[config.mk]
export PLATFORM = sky130hd
export DESIGN_NAME = keep_one_in_n_chdr
export DESIGN_NICKNAME = d
export VERILOG_FILES = /design/src/rtl/keep_one_in_n_chdr_pkg.sv /design/src/rtl/keep_one_in_n_chdr_axi_hold_reg.sv /design/src/rtl/keep_one_in_n_chdr.sv
export SDC_FILE = /design/constraint.sdc
export NUM_CORES = 1
export LEC_CHECK = 0
export ABC_AREA = 1
export BUFFER_PORTS_ARGS = -buffer_cell sky130_fd_sc_hd__buf_2
export CORE_AREA = 2 2 178 180
export DETAILED_ROUTE_END_ITERATION = 7
export DIE_AREA = 0 0 180 182
export GPL_ROUTABILITY_DRIVEN = 1
export PLACE_DENSITY = 0.75
export SETUP_SLACK_MARGIN = 0.4
export SYNTH_ARGS = -nofsm -noshare
export SYNTH_HDL_FRONTEND = slang
export SYNTH_SLANG_ARGS = --single-unit
[constraint.sdc]
create_clock -name clk -period 2.2 [get_ports clk]
set_input_delay 0.33 -clock clk [delete_from_list [all_inputs] [get_ports clk]]
set_output_delay 0.33 -clock clk [all_outputs]
set_load 0.005 [all_outputs]
[src/rtl/keep_one_in_n_chdr_pkg.sv]
// Shared CHDR tuser field positions and small helpers for the keep-one-in-N decimator.
package keep_one_in_n_chdr_pkg;

  localparam int USER_W       = 128;
  localparam int N_W          = 16;
  localparam int EOB_BIT      = 124;
  localparam int HAS_TIME_BIT = 125;
  localparam int LEN_HI       = 111;
  localparam int LEN_LO       = 96;

  // A decimation factor of zero would make the phase wrap meaningless, so it means 1.
  function automatic logic [N_W-1:0] sanitize_n(input logic [N_W-1:0] n);
    return (n == '0) ? N_W'(1) : n;
  endfunction

endpackage

[src/rtl/keep_one_in_n_chdr_axi_hold_reg.sv]
// One-entry sample hold register with an end-of-packet flag that can be set after loading.
module axi_hold_reg #(
  parameter int WIDTH  = 32,
  parameter int USER_W = 128
) (
  input  logic              clk,
  input  logic              reset,
  input  logic              load,
  input  logic              take,
  input  logic              set_last,
  input  logic [WIDTH-1:0]  load_data,
  input  logic [USER_W-1:0] load_user,
  input  logic              load_last,
  output logic              valid,
  output logic              last,
  output logic [WIDTH-1:0]  data,
  output logic [USER_W-1:0] user
);

  logic              valid_reg;
  logic              last_reg;
  logic [WIDTH-1:0]  data_reg;
  logic [USER_W-1:0] user_reg;

  // A load replaces the entry even if it is being taken in the same cycle.
  always_ff @(posedge clk) begin
    if (reset) begin
      valid_reg <= 1'b0;
      last_reg  <= 1'b0;
      data_reg  <= '0;
      user_reg  <= '0;
    end else if (load) begin
      valid_reg <= 1'b1;
      last_reg  <= load_last;
      data_reg  <= load_data;
      user_reg  <= load_user;
    end else if (take) begin
      valid_reg <= 1'b0;
      last_reg  <= 1'b0;
    end else if (set_last) begin
      last_reg  <= 1'b1;
    end
  end

  assign valid = valid_reg;
  assign last  = last_reg;
  assign data  = data_reg;
  assign user  = user_reg;

endmodule

[src/rtl/keep_one_in_n_chdr.sv]
// Packet-aware keep-one-in-N decimator for CHDR sample streams; one output packet per
// input packet that keeps at least one sample, EOB always forwarded.
module keep_one_in_n_chdr
  import keep_one_in_n_chdr_pkg::*;
#(
  parameter int SR_N      = 0,
  parameter int WIDTH     = 32,
  parameter int DEFAULT_N = 1
) (
  input  logic              clk,
  input  logic              reset,
  input  logic              clear,
  input  logic              set_stb,
  input  logic [7:0]        set_addr,
  input  logic [31:0]       set_data,
  input  logic [WIDTH-1:0]  i_tdata,
  input  logic [USER_W-1:0] i_tuser,
  input  logic              i_tlast,
  input  logic              i_tvalid,
  output logic              i_tready,
  output logic [WIDTH-1:0]  o_tdata,
  output logic [USER_W-1:0] o_tuser,
  output logic              o_tlast,
  output logic              o_tvalid,
  input  logic              o_tready
);

  localparam logic [N_W-1:0] DEFAULT_N16 = sanitize_n(N_W'(DEFAULT_N));
  localparam logic [7:0]     SR_ADDR     = 8'(SR_N);

  logic              srst;
  logic [N_W-1:0]    n_reg;
  logic [N_W-1:0]    n_pending_reg;
  logic              pending_valid_reg;
  logic [N_W-1:0]    phase_reg;
  logic              in_pkt_reg;
  logic              kept_in_pkt_reg;

  logic              out_valid_reg;
  logic              out_last_reg;
  logic [WIDTH-1:0]  out_data_reg;
  logic [USER_W-1:0] out_user_reg;

  logic              hold_valid;
  logic              hold_last;
  logic [WIDTH-1:0]  hold_data;
  logic [USER_W-1:0] hold_user;

  logic              apply_n;
  logic [N_W-1:0]    n_eff;
  logic [N_W-1:0]    phase_eff;
  logic              kept_eff;
  logic              eob;
  logic              out_free;
  logic              accept;
  logic              kept;
  logic              phase_wrap;
  logic              flush;
  logic              hold_load;
  logic              hold_set_last;
  logic              shift;
  logic              set_n_wr;
  logic              unused_set_bits;

  assign srst = reset | clear;

  // A pending factor takes effect on the first beat of the next packet, so that beat
  // already sees the new N and a zero phase.
  assign apply_n   = pending_valid_reg & ~in_pkt_reg;
  assign n_eff     = apply_n ? n_pending_reg : n_reg;
  assign phase_eff = apply_n ? '0 : phase_reg;
  assign kept_eff  = in_pkt_reg & kept_in_pkt_reg;

  assign eob        = i_tuser[EOB_BIT];
  assign out_free   = ~out_valid_reg | o_tready;
  assign i_tready   = ~(hold_valid & hold_last) & out_free;
  assign accept     = i_tvalid & i_tready;
  assign kept       = (phase_eff == '0) | (i_tlast & eob & ~kept_eff);
  assign phase_wrap = (phase_eff == n_eff - N_W'(1));

  assign flush         = hold_valid & hold_last & out_free;
  assign hold_load     = accept & kept;
  assign hold_set_last = accept & ~kept & i_tlast & hold_valid;
  assign shift         = hold_load & hold_valid;

  assign set_n_wr        = set_stb & (set_addr == SR_ADDR);
  assign unused_set_bits = ^set_data[31:N_W];

  always_ff @(posedge clk) begin
    if (srst) begin
      n_reg             <= DEFAULT_N16;
      n_pending_reg     <= DEFAULT_N16;
      pending_valid_reg <= 1'b0;
      phase_reg         <= '0;
      in_pkt_reg        <= 1'b0;
      kept_in_pkt_reg   <= 1'b0;
    end else begin
      if (apply_n) begin
        n_reg             <= n_pending_reg;
        pending_valid_reg <= 1'b0;
        phase_reg         <= '0;
      end
      if (accept) begin
        if (i_tlast & eob)
          phase_reg <= '0;
        else
          phase_reg <= phase_wrap ? '0 : phase_eff + N_W'(1);
        in_pkt_reg      <= ~i_tlast;
        kept_in_pkt_reg <= ~i_tlast & (kept_eff | kept);
      end
      // A new write always wins over the factor being applied this cycle.
      if (set_n_wr) begin
        n_pending_reg     <= sanitize_n(set_data[N_W-1:0]);
        pending_valid_reg <= 1'b1;
      end
    end
  end

  axi_hold_reg #(
    .WIDTH  (WIDTH),
    .USER_W (USER_W)
  ) u_hold (
    .clk       (clk),
    .reset     (srst),
    .load      (hold_load),
    .take      (flush),
    .set_last  (hold_set_last),
    .load_data (i_tdata),
    .load_user (i_tuser),
    .load_last (i_tlast),
    .valid     (hold_valid),
    .last      (hold_last),
    .data      (hold_data),
    .user      (hold_user)
  );

  // Flush and shift never coincide: a flushable hold blocks the input.
  always_ff @(posedge clk) begin
    if (srst) begin
      out_valid_reg <= 1'b0;
      out_last_reg  <= 1'b0;
      out_data_reg  <= '0;
      out_user_reg  <= '0;
    end else if (flush) begin
      out_valid_reg <= 1'b1;
      out_last_reg  <= 1'b1;
      out_data_reg  <= hold_data;
      out_user_reg  <= hold_user;
    end else if (shift) begin
      out_valid_reg <= 1'b1;
      out_last_reg  <= 1'b0;
      out_data_reg  <= hold_data;
      out_user_reg  <= hold_user;
    end else if (o_tready) begin
      out_valid_reg <= 1'b0;
    end
  end

  assign o_tvalid = out_valid_reg;
  assign o_tlast  = out_last_reg;
  assign o_tdata  = out_data_reg;
  assign o_tuser  = out_user_reg;

endmodule
==> impl_metrics.env <==
export IMPL_status="finished with violations"
export IMPL_violations="setup timing"
export IMPL_yosysUniqueCellTypes=35
export IMPL_dpl_worst_slack_ns=-0.185
export IMPL_path_max_fanout=7
export IMPL_grt_overflow_total=0
export IMPL_layout_cells_non_filler=2926
export IMPL_worstHoldEndpoint="u_hold.data[26]$_SDFFE_PP0P_"
export IMPL_cp_required_ns=2.58
export IMPL_netlist_area_um2=14600
export IMPL_drtIter0Drc=1008
export IMPL_clock_sinks=375
export IMPL_grt_setup_unrepaired="yes"
export IMPL_globalRouteMet2Util_pct=48.0
export IMPL_hold_buffers=0
export IMPL_nNetsFinal=2697
export IMPL_worstRegToRegCells=16
export IMPL_min_delay_start="i_tdata[26]"
export IMPL_setup_violations=245
export IMPL_final_setup_worst_slack_ns=-0.218
export IMPL_hpwl_um=28800
export IMPL_drv_cap=0
export IMPL_syn_avg_cell_area_um2=7.32
export IMPL_yosys_warnings=0
export IMPL_min_delay_path_depth=3
export IMPL_core_area_um2=31000
export IMPL_portBuffers=353
export IMPL_worstReg2RegEnd="phase_reg[5]$_SDFF_PP0_"
export IMPL_period_needed_ns=2.42
export IMPL_clock_skew_ns=0.0212
export IMPL_dp_cells=2760
export IMPL_vias=15600
export IMPL_worstSetupPathType="reg -> reg"
export IMPL_routedWlPerCell_um=18.3
export IMPL_clk_pin_slew_ns=0.07
export IMPL_numCtsBuffers=39
export IMPL_most_common_layout_cells="nor2_1 (631), dfxtp_1 (373), buf_2 (353)"
export IMPL_multi_input_area_um2=7480
export IMPL_top_usage_layer="met2"
export IMPL_max_slew_worst_pin_slew_ns=0.869
export IMPL_p_total_mw=15.3
export IMPL_routed_wl_um=53600
export IMPL_worstSkewPairLatency_ns=0.54
export IMPL_ys_seq_elements=375
export IMPL_grt_max_degree=115
export IMPL_arrival_ns=2.80
export IMPL_dr_pass1_iters=5
export IMPL_globalRouteTotalUtil_pct=28.5
export IMPL_hold_path_class="in -> reg"
export IMPL_clock_path_buffers=3
export IMPL_ioPinCount=370
export IMPL_p_leak_nw=10.4
export IMPL_ys_seq_area_share_pct=51.3
export IMPL_critPathCaptureType="flip-flop"
export IMPL_use_met1_pct=34.9
export IMPL_dieHeight_um=182
export IMPL_use_met3_pct=6.30
export IMPL_grt_pass1_wl_um=76000
export IMPL_max_freq_mhz=414
export IMPL_drv_slew=0
export IMPL_r2r_slack_ns=-0.22
export IMPL_area_delta_synth_final_pct=51.1
export IMPL_h_tree_depth=2
export IMPL_initial_core_util_pct=47.2
export IMPL_vdd_drop_max_mv=0.607
export IMPL_gp_congestion=0.926
export IMPL_final_common_cell="nor2_1"
export IMPL_tritoncts="built"
export IMPL_final_hold_violation_count=0
export IMPL_routed_via_density=5.33
export IMPL_r2r_start="in_pkt_reg$_SDFFE_PP0P_"
export IMPL_power_density_nw_per_um2=693
export IMPL_die_w_um=180
export IMPL_drc=0
export IMPL_rows=65
export IMPL_synthCells=1999
export IMPL_grt_antenna_before_repair=9
export IMPL_cts_root_buf="clkbuf_16"
export IMPL_fp_dieArea_um2=32800
export IMPL_synth_nets=2209
export IMPL_first_global_vias=14700
export IMPL_register_area_um2=7510
export IMPL_relSlewSlack_pct=42.1
export IMPL_fill_cells=2267
export IMPL_crit_path_start_kind="flip-flop"
export IMPL_postRouteAntennaNets=0
export IMPL_period_share_pct=110
export IMPL_drive_above_1_share_pct=37.5
## worst max-delay path by stage
stage,startpoint,endpoint,slack [ns],depth (start not counted)
after floorplan,in_pkt_reg$_SDFFE_PP0P_,o_tdata[0]$_SDFFE_PP0P_,-0.07,19
after global placement,in_pkt_reg$_SDFFE_PP0P_,phase_reg[12]$_SDFF_PP0_,-0.11,15
after detailed placement,in_pkt_reg$_SDFFE_PP0P_,phase_reg[5]$_SDFF_PP0_,-0.19,15
after CTS,pending_valid_reg$_SDFFE_PP0P_,phase_reg[7]$_SDFF_PP0_,-0.11,17
after global routing,in_pkt_reg$_SDFFE_PP0P_,phase_reg[8]$_SDFF_PP0_,-0.36,18
final,in_pkt_reg$_SDFFE_PP0P_,phase_reg[5]$_SDFF_PP0_,-0.22,16
## worst max-delay path: stages (launching register included)
cell,delay (ns)
dfxtp_4,0.36
inv_6,0.08
nand2_8,0.09
buf_6,0.14
nand2_1,0.10
nand2_4,0.09
ha_4,0.18
or2_4,0.26
nand3_2,0.09
nand3_2,0.09
nor2_2,0.11
nand2_1,0.08
nor2_2,0.18
nand3_4,0.13
clkbuf_16,0.19
nand2_2,0.06
a21oi_2,0.05
## cell type report
class | count | area share [%]
Timing Repair Buffer | 565 | 22.5
Sequential cell | 375 | 34.0
Clock inverter | 13 | 0.622
Inverter | 81 | 1.51
Clock buffer | 58 | 5.19
Antenna cell | 7 | 0.0792
Multi-Input combinational cell | 1425 | 33.8
Tap cell | 402 | 2.27
## power breakdown
part           internal, mW  switching (mW)  total, mW
logic                 0.750           0.886       1.64
registers              6.98           0.133       7.12
clock network          3.77            2.81       6.58
total                  11.5            3.83       15.3
## through the flow
stage | cell area, µm² | utilization (%) | TNS (ns) | hold WS, ns
finish | 22100 | 71.4 | -21.91 | 0.0202
global placement | 17600 | 56.7 | -6.59 | 0.450
floorplan | 14800 | - | -6.76 | 0.439
detailed placement | 17600 | 56.7 | -20.98 | 0.454
CTS | 20200 | 65.3 | -11.81 | 0.00973
global route | 22100 | 71.4 | -53.48 | 0.0203
## per-layer routing
layer	routed length, µm	part of all wire [%]
met5	24	0.045
met4	2680	5.0
met3	4070	7.6
met2	25900	48
met1	20900	39
## cell families (layout without fill, tap and decap cells)
kind of cell | after synthesis | count (layout) | synth area share [%]
flip-flops | 375 | 375 | 51.3
AND/OR/NAND/NOR | 1030 | 1031 | 27.9
buffers and inverters | 200 | 717 | 6.69
adder cells (fa/ha/maj) | 3 | 3 | 0.256
other | 0 | 7 | 0
XOR/XNOR | 9 | 9 | 0.539
AO/OA/AOI/OAI | 382 | 382 | 13.3
## synth_stat cells, drive strengths merged
library cell,number,area (µm²)
nor2,734,2790
dfxtp,375,7510
o21ai,342,1710
nand2,220,873
inv,78,295
clkbuf,68,255
buf,51,418
nand3,49,250
a21oi,26,130
a211oi,10,75.1
nand4,9,56.3
xor2,9,78.8
nor4,8,50.1
nor3,4,25.0
clkinv,3,11.3
ha,3,37.5
nor3b,3,22.5
a21boi,2,15.0
or2,2,12.5
a31oi,1,6.26
nand3b,1,7.51
o211ai,1,7.51
## what timing repair did
action,CTS,global route
gates resized for setup,277,336
setup endpoints to repair,340,340
cloned,24,27
setup buffers,23,14
pin swaps,8,109
(Power assumes the default switching activity.)
